`src/rtl/step_pulse_gen.sv`:
```
// Hand-clock step pulse generator.
// Synchronizes and debounces a raw push-button. It emits a single-cycle step
// strobe on each press, with an optional hold-to-auto-repeat mode. It also
// keeps a 16-bit wrap-around count of the steps it has issued.
module step_pulse_gen #(
  parameter int SYNC_STAGES     = 2,
  parameter int DEBOUNCE_CYCLES = 500000,
  parameter int REPEAT_DELAY    = 25000000,
  parameter int REPEAT_PERIOD   = 5000000
) (
  input  logic        clock,
  input  logic        reset,
  input  logic        button_in,
  input  logic        auto_repeat_en,
  output logic        step_pulse,
  output logic        button_level,
  output logic [15:0] step_count,
  output logic        repeating
);

  // The debounce counter only has to reach DEBOUNCE_CYCLES-1. The repeat
  // timer is shared by both repeat intervals, so it is sized for the longer one.
  localparam int DB_W    = (DEBOUNCE_CYCLES > 1) ? $clog2(DEBOUNCE_CYCLES) : 1;
  localparam int TMR_MAX = (REPEAT_DELAY > REPEAT_PERIOD) ? REPEAT_DELAY : REPEAT_PERIOD;
  localparam int TMR_W   = (TMR_MAX > 1) ? $clog2(TMR_MAX) : 1;

  localparam logic [DB_W-1:0]  DB_LAST     = DB_W'(DEBOUNCE_CYCLES - 1);
  localparam logic [TMR_W-1:0] DELAY_LAST  = TMR_W'(REPEAT_DELAY - 1);
  localparam logic [TMR_W-1:0] PERIOD_LAST = TMR_W'(REPEAT_PERIOD - 1);

  typedef enum logic [1:0] {
    ST_IDLE   = 2'd0,
    ST_HOLD   = 2'd1,
    ST_REPEAT = 2'd2
  } state_e;

  logic [SYNC_STAGES-1:0] sync_q, sync_d;
  logic [DB_W-1:0]        db_cnt_q, db_cnt_d;
  logic                   level_q, level_d;
  state_e                 state_q, state_d;
  logic [TMR_W-1:0]       timer_q, timer_d;
  logic                   pulse_q, pulse_d;
  logic [15:0]            count_q, count_d;
  logic                   sync_level;

  assign sync_level = sync_q[SYNC_STAGES-1];

  // Shift the raw button level one stage down the synchronizer chain each cycle.
  always_comb begin
    sync_d = {sync_q[SYNC_STAGES-2:0], button_in};
  end

  // Debounce: the level flips only after the synchronized input has disagreed
  // with it for DEBOUNCE_CYCLES consecutive cycles.
  always_comb begin
    // NOTE: every output of an always_comb gets a default on entry, so no path
    // through the block can leave a value unassigned and infer a latch.
    db_cnt_d = '0;
    level_d  = level_q;
    if (sync_level != level_q) begin
      if (db_cnt_q == DB_LAST) begin
        level_d = sync_level;
      end else begin
        db_cnt_d = db_cnt_q + DB_W'(1);
      end
    end
  end

  // Press/repeat FSM. It acts on the new debounced level, so the first
  // pulse lands in the same cycle that button_level rises. A release always
  // wins over a same-cycle repeat expiry.
  always_comb begin
    state_d = state_q;
    timer_d = timer_q;
    pulse_d = 1'b0;
    unique case (state_q)
      ST_IDLE: begin
        if (level_d) begin
          state_d = ST_HOLD;
          timer_d = '0;
          pulse_d = 1'b1;
        end
      end
      ST_HOLD: begin
        if (!level_d) begin
          state_d = ST_IDLE;
          timer_d = '0;
        end else if (!auto_repeat_en) begin
          timer_d = '0;
        end else if (timer_q == DELAY_LAST) begin
          state_d = ST_REPEAT;
          timer_d = '0;
          pulse_d = 1'b1;
        end else begin
          timer_d = timer_q + TMR_W'(1);
        end
      end
      ST_REPEAT: begin
        if (!level_d) begin
          state_d = ST_IDLE;
          timer_d = '0;
        end else if (!auto_repeat_en) begin
          state_d = ST_HOLD;
          timer_d = '0;
        end else if (timer_q == PERIOD_LAST) begin
          timer_d = '0;
          pulse_d = 1'b1;
        end else begin
          timer_d = timer_q + TMR_W'(1);
        end
      end
      default: begin
        state_d = ST_IDLE;
        timer_d = '0;
      end
    endcase
  end

  // Step counter: it advances together with the registered pulse, so the new
  // count is visible in the same cycle as step_pulse.
  always_comb begin
    count_d = pulse_d ? count_q + 16'd1 : count_q;
  end

  // All state registers. Reset clears everything, which cuts off any pulse
  // that is in progress.
  always_ff @(posedge clock or negedge reset) begin
    if (!reset) begin
      sync_q   <= '0;
      db_cnt_q <= '0;
      level_q  <= 1'b0;
      state_q  <= ST_IDLE;
      timer_q  <= '0;
      pulse_q  <= 1'b0;
      count_q  <= '0;
    end else begin
      // NOTE: non-blocking assignments here, so every flop samples the
      // pre-edge value of the others regardless of statement order.
      sync_q   <= sync_d;
      db_cnt_q <= db_cnt_d;
      level_q  <= level_d;
      state_q  <= state_d;
      timer_q  <= timer_d;
      pulse_q  <= pulse_d;
      count_q  <= count_d;
    end
  end

  assign step_pulse   = pulse_q;
  assign button_level = level_q;
  assign step_count   = count_q;
  assign repeating    = (state_q == ST_REPEAT);

endmodule

```
`config.mk`:
```
export PLATFORM = sky130hd
export DESIGN_NAME = step_pulse_gen
export DESIGN_NICKNAME = d
export VERILOG_FILES = /design/src/rtl/step_pulse_gen.sv
export SDC_FILE = /design/constraint.sdc
export NUM_CORES = 1
export LEC_CHECK = 0
export CORE_MARGIN = 10
export CORE_UTILIZATION = 60
export CTS_CLUSTER_SIZE = 10
export DETAILED_ROUTE_END_ITERATION = 12
export HOLD_SLACK_MARGIN = 0.05
export PLACE_DENSITY = 0.77
export RECOVER_POWER = 25
export SLEW_MARGIN = 10
export SYNTH_ARGS = -nofsm -noshare
export SYNTH_HDL_FRONTEND = slang
export SYNTH_SLANG_ARGS = --single-unit
```
`constraint.sdc`:
```
create_clock -name clock -period 6.65 [get_ports clock]
set_clock_uncertainty 0.05 [all_clocks]
set_input_delay 0.665 -clock clock [delete_from_list [all_inputs] [get_ports clock]]
set_output_delay 0.665 -clock clock [all_outputs]
set_load 0.005 [all_outputs]
```
==> out/results.md, run 1 <==
## Outcome
- complete, but fails checks — status
- max-capacitance violations, max-slew violations — violated checks

## Synthesis
- 1.000 — post-synthesis async set-or-reset flop share
- 0.2370 — fraction of the mapped netlist area in simple logic gates
- sky130_fd_sc_hd__dfrtp_1 — most common cell in the synthesized netlist
- 0.006553 — fraction of synthesized area in multiplexers
- 347 — number of instances in the synthesized netlist
- 66 — number of synthesized register bits
- 358 — nets in the synthesized netlist
- 9.905 µm² — syn_area_per_cell
- 3437 µm² — area of the mapped netlist
- 0.02548 — Adder-Cell Fraction of Synth Area
- 0.4805 — area share of the leading cell type in the synthesized netlist
- 0.4805 — sequential cell area fraction in the yosys report
- 0 — number of warning messages in the yosys log
- 0.09174 — xor and xnor fraction of the mapped netlist area
- 0 — number of enable-type register cells in the synthesized netlist
- 0.1220 — complex-gate fraction of the synthesized area
- 66 x sky130_fd_sc_hd__dfrtp_1, 36 x sky130_fd_sc_hd__nor2_1, 30 x sky130_fd_sc_hd__nand2_1 — Synth top cells by count
- sky130_fd_sc_hd__dfrtp_1 48%, sky130_fd_sc_hd__xnor2_1 6.4%, sky130_fd_sc_hd__nor2_1 3.9% — cell types with the largest area share after synthesis
- 49 — count of unique library cells instantiated by Yosys
- sky130_fd_sc_hd__dfrtp_1 — Post-synth top flop
- sky130_fd_sc_hd__dfrtp_1 — post-synthesis cell type with the largest combined area
- simple AND/OR/NAND/NOR gates — combinational family with the most area after synthesis

## Clocking
- 2 — number of buffers between clock root and the deepest sink
- built — CTS tree
- sky130_fd_sc_hd__clkbuf_8 — Clock Tree Root
- 0 — post-CTS resize count
- 0 — Post-CTS Setup Bufs
- 70 ps — clock transition at the registers of the reported paths
- 0 — Post-CTS Hold Fix Bufs
- 3 — CTS H-tree lvls
- 9 — CTS Buf Count
- 66 — # clock sinks
- 350 ps — Skew-Pair Late Insertion Delay

## Setup path
- buffers and inverters — Top delay family on crit path
- input pin — type of element launching the critical path
- 7 — number of cells traversed by the worst register-to-register path
- step_count[13] — worst flop-to-flop path endpoint
- input pin to asynchronous set/reset pin — crit path kind
- 66 — Worst Path Max Fanout
- 3180 ps — crit path DAT
- 2390 ps — peak per-stage delay on the critical path
- asynchronous set/reset pin — Worst setup EP type
- 2 — worst path bufs/invs
- 6280 ps — required time worst endpoint
- 3970 ps — register-to-register setup slack
- sky130_fd_sc_hd__clkbuf_1 — Slowest cell on crit path
- buf_2 > clkbuf_1 — cell-by-cell listing of the critical path
- state_q[0] — reg2reg start

## Routing
- 6.970 mm — sum of routed wire length over all layers
- 4 — length of the first detailed-routing pass in iterations
- 2620 — total via count in the routed design
- 5.874 — via-per-instance ratio
- 15.63 µm — routed length per placed instance
- 0 — ANT nets after route
- 119 — drt first-iter violations
- 0 — remaining routing DRC violations

## Floorplan
- 95.69 µm — floorplan die width
- 0.6204 — initial core utilization
- 23 — number of primary I/O pins
- 27 — number of placement rows
- 9156 µm² — total die area
- 5540 µm² — total core area
- 95.69 µm — Die Ht

## Finish
- 380 — number of nets in the layout
- 0 — number of antenna cells inserted
- 422 — fill cell total of the finished layout
- 11.18% — relative area change from synthesis to final layout
- 0.05882 — fraction of final layout cells with drive strength greater than 1

## Job
- 1 — number of maximum-capacitance constraint violations

## Global route
- 67 — pin count of the biggest net entering global routing
- 11.92 mm — first-pass GRT wire length
- 0 — initial antenna violation count
- 0 — total gr overflow
- 2464 — via count of the first global-routing pass
- 0.1636 — GRT Total Usage

## Timing
- 0.5342 — share of the clock period used by the worst path after layout
- 0 — final-report setup violation count
- 3420 ps — transition at the pin with the smallest max-transition slack
- 281.5 MHz — maximum clock frequency
- -1.280 — Relative slew margins
- 3552 ps — minimum clock period after layout
- 0 ps — total negative slack for setup checks
- 67 — max-slew violation total from the final report
- no — unrepaired setup endpoints after global routing
- 0 — Final Hold Fails

## Pwr
- 1.628 nW — total leakage power
- 185.8 nW/µm² — power density over the cells
- 550.6 µW — Internal Dissipation
- 0.571 — part of the total power dissipated in sequential elements
- 710.1 µW — Final Total Pwr
- 0.409 — clock power share
- 0.1479 mV — Worst IR Drop VDD
- 0.020 — power share of the combinational group
- 159.6 µW — net switching component of the power
- 0.2247 — Sw Ratio

## Placement
- 22 — Port Buffer Count
- 0.8104 — last weighted congestion value of the routability-driven placer
- 4.648 mm — HPWL reported at the end of detailed placement

## Worst hold path
- sync_q[1] — hold path endpoint
- sync_q[0] — Hold Startpoint
- 0 — Worst Hold Depth
- register to register — HP Class

-- final cells by class --
cell class | instances | area (µm²) | share of cell area
clock inverters | 3 | 15.01 | 0.003929
multi-input cells | 260 | 1659 | 0.4342
well taps | 72 | 90.09 | 0.02358
flip-flops and latches | 66 | 1652 | 0.4322
clock buffers | 13 | 148.9 | 0.03897
repair buffers | 24 | 226.5 | 0.05927
inverters | 8 | 30.03 | 0.007859
-- stage by stage --
step,utilization,instances,cell area (µm²),hold slack (ps),worst slack (ps)
floorplan,-,347,3437,281.2,4431
global placement,0.6608,430,3661,312.1,4072
detailed placement,0.6608,430,3661,287.8,3995
CTS,0.6904,446,3825,302.5,3987
global route,0.6897,446,3821,320.4,2370
finish,0.6897,446,3821,300.9,3098
-- worst max path at each step --
| stage | cells after the start | endpoint | start |
|---|---|---|---|
| global route | 2 | step_count[0] | reset |
| detailed placement | 6 | step_count[13] | auto_repeat_en |
| global placement | 5 | step_count[1] | auto_repeat_en |
| floorplan | 7 | timer_q[24] | timer_q[0] |
| CTS | 7 | step_count[13] | state_q[0] |
| finish | 2 | timer_q[15] | reset |
-- per-layer routing --
layer,track usage,wire length (µm),up-vias
li1,-,-,1290
met1,0.2207,3297,1273
met2,0.2398,3249,42
met3,0.03535,272,15
met4,0.08722,151,0
met5,0,0,-
-- cell families (layout without fill, tap and decap cells) --
group           count (synthesis)  count (layout)
simple gates                  152             152
fa+ha+maj                       7               7
compound gates                 63              63
flops                          66              66
xor+xnor                       36              36
buf+inv                        21              48
mux                             2               2
-- registers in the layout, summed over array words and instances, names as in the netlist --
| signal | count |
|---|---|
| step_count | 16 |
| db_cnt_q | 19 |
| button_level | 1 |
| sync_q | 2 |
| state_q | 2 |
| timer_q | 25 |
| step_pulse | 1 |
-- cells in the final DEF, fill, tap and decap left out, drive strengths merged, types with 2 or more instances in the layout --
master,n
clkinv,3
and2,6
xnor2,25
mux2,2
a31oi,17
buf,2
ha,7
clkdlybuf4s50,20
dfrtp,66
a22o,7
nor2,36
nand3,25
and3,13
nand4,12
a221o,2
o22ai,2
nor4b,3
inv,8
clkbuf,14
nand2,30
a21oi,14
nor3,2
nand2b,4
or2,2
xor2,11
and4,7
a21o,2
nor4,2
o21ai,9
or3,4
a211o,2
-- power groups by stage --
stage	logic, mW	registers (mW)	clock network [mW]
final	0.0140	0.405	0.291
after global routing	0.0165	0.405	0.314
after CTS	0.0151	0.405	0.296
after detailed placement	0.0151	0.413	0
after global placement	0.0148	0.413	0
after floorplan	0.00451	0.413	0
(Power assumes the default switching activity.)
==> run 2, diff against run 1 <==
--- a/config.mk
+++ b/config.mk
@@ -6,11 +6,11 @@
 export NUM_CORES = 1
 export LEC_CHECK = 0
 export CORE_MARGIN = 10
-export CORE_UTILIZATION = 60
+export CORE_UTILIZATION = 53
 export CTS_CLUSTER_SIZE = 10
 export DETAILED_ROUTE_END_ITERATION = 12
 export HOLD_SLACK_MARGIN = 0.05
-export PLACE_DENSITY = 0.77
+export PLACE_DENSITY = 0.72
 export RECOVER_POWER = 25
 export SLEW_MARGIN = 10
 export SYNTH_ARGS = -nofsm -noshare
==> constraint.sdc (replaced) <==
create_clock -name clock -period 2.96 [get_ports clock]
set_clock_uncertainty 0.05 [all_clocks]
set_input_delay 0.296 -clock clock [delete_from_list [all_inputs] [get_ports clock]]
set_output_delay 0.296 -clock clock [all_outputs]
set_load 0.005 [all_outputs]
==> run 2 against run 1 <==
The flow now finishes without violations. Critical path depth increased by 6. Setup slack got worse by 2700 ps. Via count is 1.9% higher. Sequential share of layout area shrank 1.3 points. Wire length is 1.3% higher. Combinational power up 140%. Die area up 10%. Cell count rose by 1.8%. Global-route usage shrank 1.4 points. Count of clock-buffer cells in the layout is 1 lower. Cell area is 3.0% higher. Largest cell class unchanged. Highest routed layer unchanged.
==> out/results.md, run 2 (synthesized netlist as in run 1, its figures left out) <==
## Setup path
- 410 ps — register-to-register setup slack, -3560 ps
- register to register — crit path kind
- 2730 ps — crit path DAT, -450 ps
- inv_1 > ha_1 > or4b_1 > a211oi_1 > o2bb2a_1 > buf_4 > nand4_1 > xnor2_1 — cell-by-cell listing of the critical path
- sky130_fd_sc_hd__or4b_1 — Slowest cell on crit path
- 8 — number of cells traversed by the worst register-to-register path, +1
- 11 — Worst Path Max Fanout, -83%
- 530 ps — peak per-stage delay on the critical path, -1860 ps
- register — Worst setup EP type
- state_q[0] — reg2reg start
- step_count[4] — worst flop-to-flop path endpoint
- 3140 ps — required time worst endpoint, -3140 ps
- register — type of element launching the critical path

## Finish
- 3935 µm² — cell area after layout, +3.0%
- sky130_fd_sc_hd__dfrtp_1 — commonest non-fill, non-tap cell in the layout
- 0.06897 — fraction of final layout cells with drive strength greater than 1, +0.01014
- timer_q — largest register by flop count
- 14.49% — relative area change from synthesis to final layout
- 383 — number of nets in the layout, +0.79%
- 25 — flip-flop count of the largest register, all copies and words added, unchanged
- 66 x sky130_fd_sc_hd__dfrtp_1, 36 x sky130_fd_sc_hd__nor2_1, 30 x sky130_fd_sc_hd__nand2_1 — top library cells by usage in the layout, fill and taps aside
- 454 — count of non-filler cells in the finished layout, +1.8%
- 0 — number of antenna cells inserted, unchanged

## Worst hold path
- register to register — HP Class
- sync_q[1] — hold path endpoint
- 0 — Worst Hold Depth, unchanged
- sync_q[0] — Hold Startpoint

## Timing
- 0 — final-report setup violation count, unchanged
- 0.8624 — share of the clock period used by the worst path after layout
- 0 — Final Hold Fails, unchanged
- 0 — max-slew violation total from the final report, -100%
- no — unrepaired setup endpoints after global routing
- 391.7 MHz — maximum clock frequency
- 407.3 ps — final setup margin, -2690 ps
- 1284 ps — transition at the pin with the smallest max-transition slack, -2136 ps
- 0 ps — total negative slack for setup checks, unchanged
- 2553 ps — minimum clock period after layout
- 0.1439 — Relative slew margins, +1.424

## Floorplan
- 0.5444 — initial core utilization, -0.07598
- 23 — number of primary I/O pins, unchanged
- 10110 µm² — total die area, +10%
- 6314 µm² — total core area, +14%
- 100.5 µm — floorplan die width, +5.1%
- 29 — number of placement rows, +7.4%
- 100.5 µm — Die Ht, +5.1%

## Global route
- 2594 — via count of the first global-routing pass, +5.3%
- 0.1494 — GRT Total Usage, -0.01416
- 43 — pin count of the biggest net entering global routing, -36%
- 0 — initial antenna violation count, unchanged
- 12.41 mm — first-pass GRT wire length, +4.1%
- 0 — total gr overflow, unchanged

## Routing
- 7.063 mm — sum of routed wire length over all layers, +1.3%
- 2670 — total via count in the routed design, +1.9%
- 167 — drt first-iter violations, +40%
- 5.881 — via-per-instance ratio, +0.11%
- 15.56 µm — routed length per placed instance, -0.45%
- 0 — ANT nets after route, unchanged
- 5 — length of the first detailed-routing pass in iterations, +1
- 0 — remaining routing DRC violations, unchanged

## Pwr
- 0.018 — power share of the combinational group, -0.002
- 372.3 µW — net switching component of the power, +130%
- 0.2037 — Sw Ratio, -0.02105
- 1.673 nW — total leakage power, +2.8%
- 0.3435 mV — Worst IR Drop VDD, +130%
- 1.456 mW — Internal Dissipation, +160%
- 0.498 — part of the total power dissipated in sequential elements, -0.073
- 464.6 nW/µm² — power density over the cells, +150%
- 0.484 — clock power share, +0.075

## Placement
- 428.7 ps — worst slack after detailed placement, -3566 ps
- 4.913 mm — HPWL reported at the end of detailed placement, +5.7%
- 3695 µm² — placed standard-cell area, +0.92%
- 437 — DP Cell Count, +1.6%
- 22 — Port Buffer Count, unchanged
- 0.8318 — last weighted congestion value of the routability-driven placer, +2.6%

## Clocking
- built — CTS tree
- sky130_fd_sc_hd__clkbuf_8 — Clock Tree Root
- 340 ps — Skew-Pair Late Insertion Delay, about the same
- 2 — number of buffers between clock root and the deepest sink, unchanged
- 0 — Post-CTS Setup Bufs, unchanged
- 9 — CTS Buf Count, unchanged
- 70 ps — clock transition at the registers of the reported paths, about the same
- 3 — CTS H-tree lvls, unchanged
- 66 — # clock sinks, unchanged

## Outcome
- finished clean — status

## Job
- 0 — number of maximum-capacitance constraint violations, -1

==> run 2: how the worst max path moves through the flow <==
stage,slack [ps],startpoint,depth (start not counted),to
2_1_floorplan,740,timer_q[0],7,timer_q[24]
3_3_place_gp,500,state_q[0],8,step_count[4]
3_5_place_dp,430,state_q[0],8,step_count[4]
4_1_cts,400,state_q[0],8,step_count[4]
5_1_grt,130,reset,3,timer_q[9]
6_report,410,state_q[0],8,step_count[4]
==> run 2: metrics by stage <==
stage                 util  power [mW]  hold WS [ps]
floorplan                -      0.9370        -49.59
global placement    0.5852      0.9625         196.4
detailed placement  0.5852      0.9631         206.7
CTS                 0.6245       1.858         303.6
global route        0.6233       1.898         312.8
finish              0.6233       1.828         301.9
==> run 2: what timing repair did <==
item,CTS,global route
endpoints found under the hold margin,17,0
gates resized for setup,0,0
hold buffers,1,0
==> run 2: power groups by stage <==
stage	logic [mW]	registers [mW]	clock network (mW)
global placement	0.0348	0.928	0
finish	0.0331	0.910	0.885
CTS	0.0367	0.910	0.912
global route	0.0402	0.910	0.947
floorplan	0.0101	0.927	0
detailed placement	0.0354	0.928	0
==> run 2: metal layers <==
layer / GRT usage / wire length, µm
met3: 0.04047 / 289
met4: 0.05435 / 93
met2: 0.2206 / 3300
met1: 0.2047 / 3381
met5: 0 / 0
==> run 2: worst max-delay path: cells and delay by family (launching register included) <==
family	cells	cell delay, ps
xor+xnor	1	150
compound gates	2	620
buf+inv	2	320
simple gates	2	650
fa+ha+maj	1	260
flops	1	380
==> run 2: cell type report <==
class	instances	area, µm²
fill	515	2379
multi-input combinational	260	1659
sequential	66	1652
timing repair buffer	27	260.3
clock buffer	12	165.2
tap	77	96.34
clock inverter	4	72.57
inverter	8	30.03
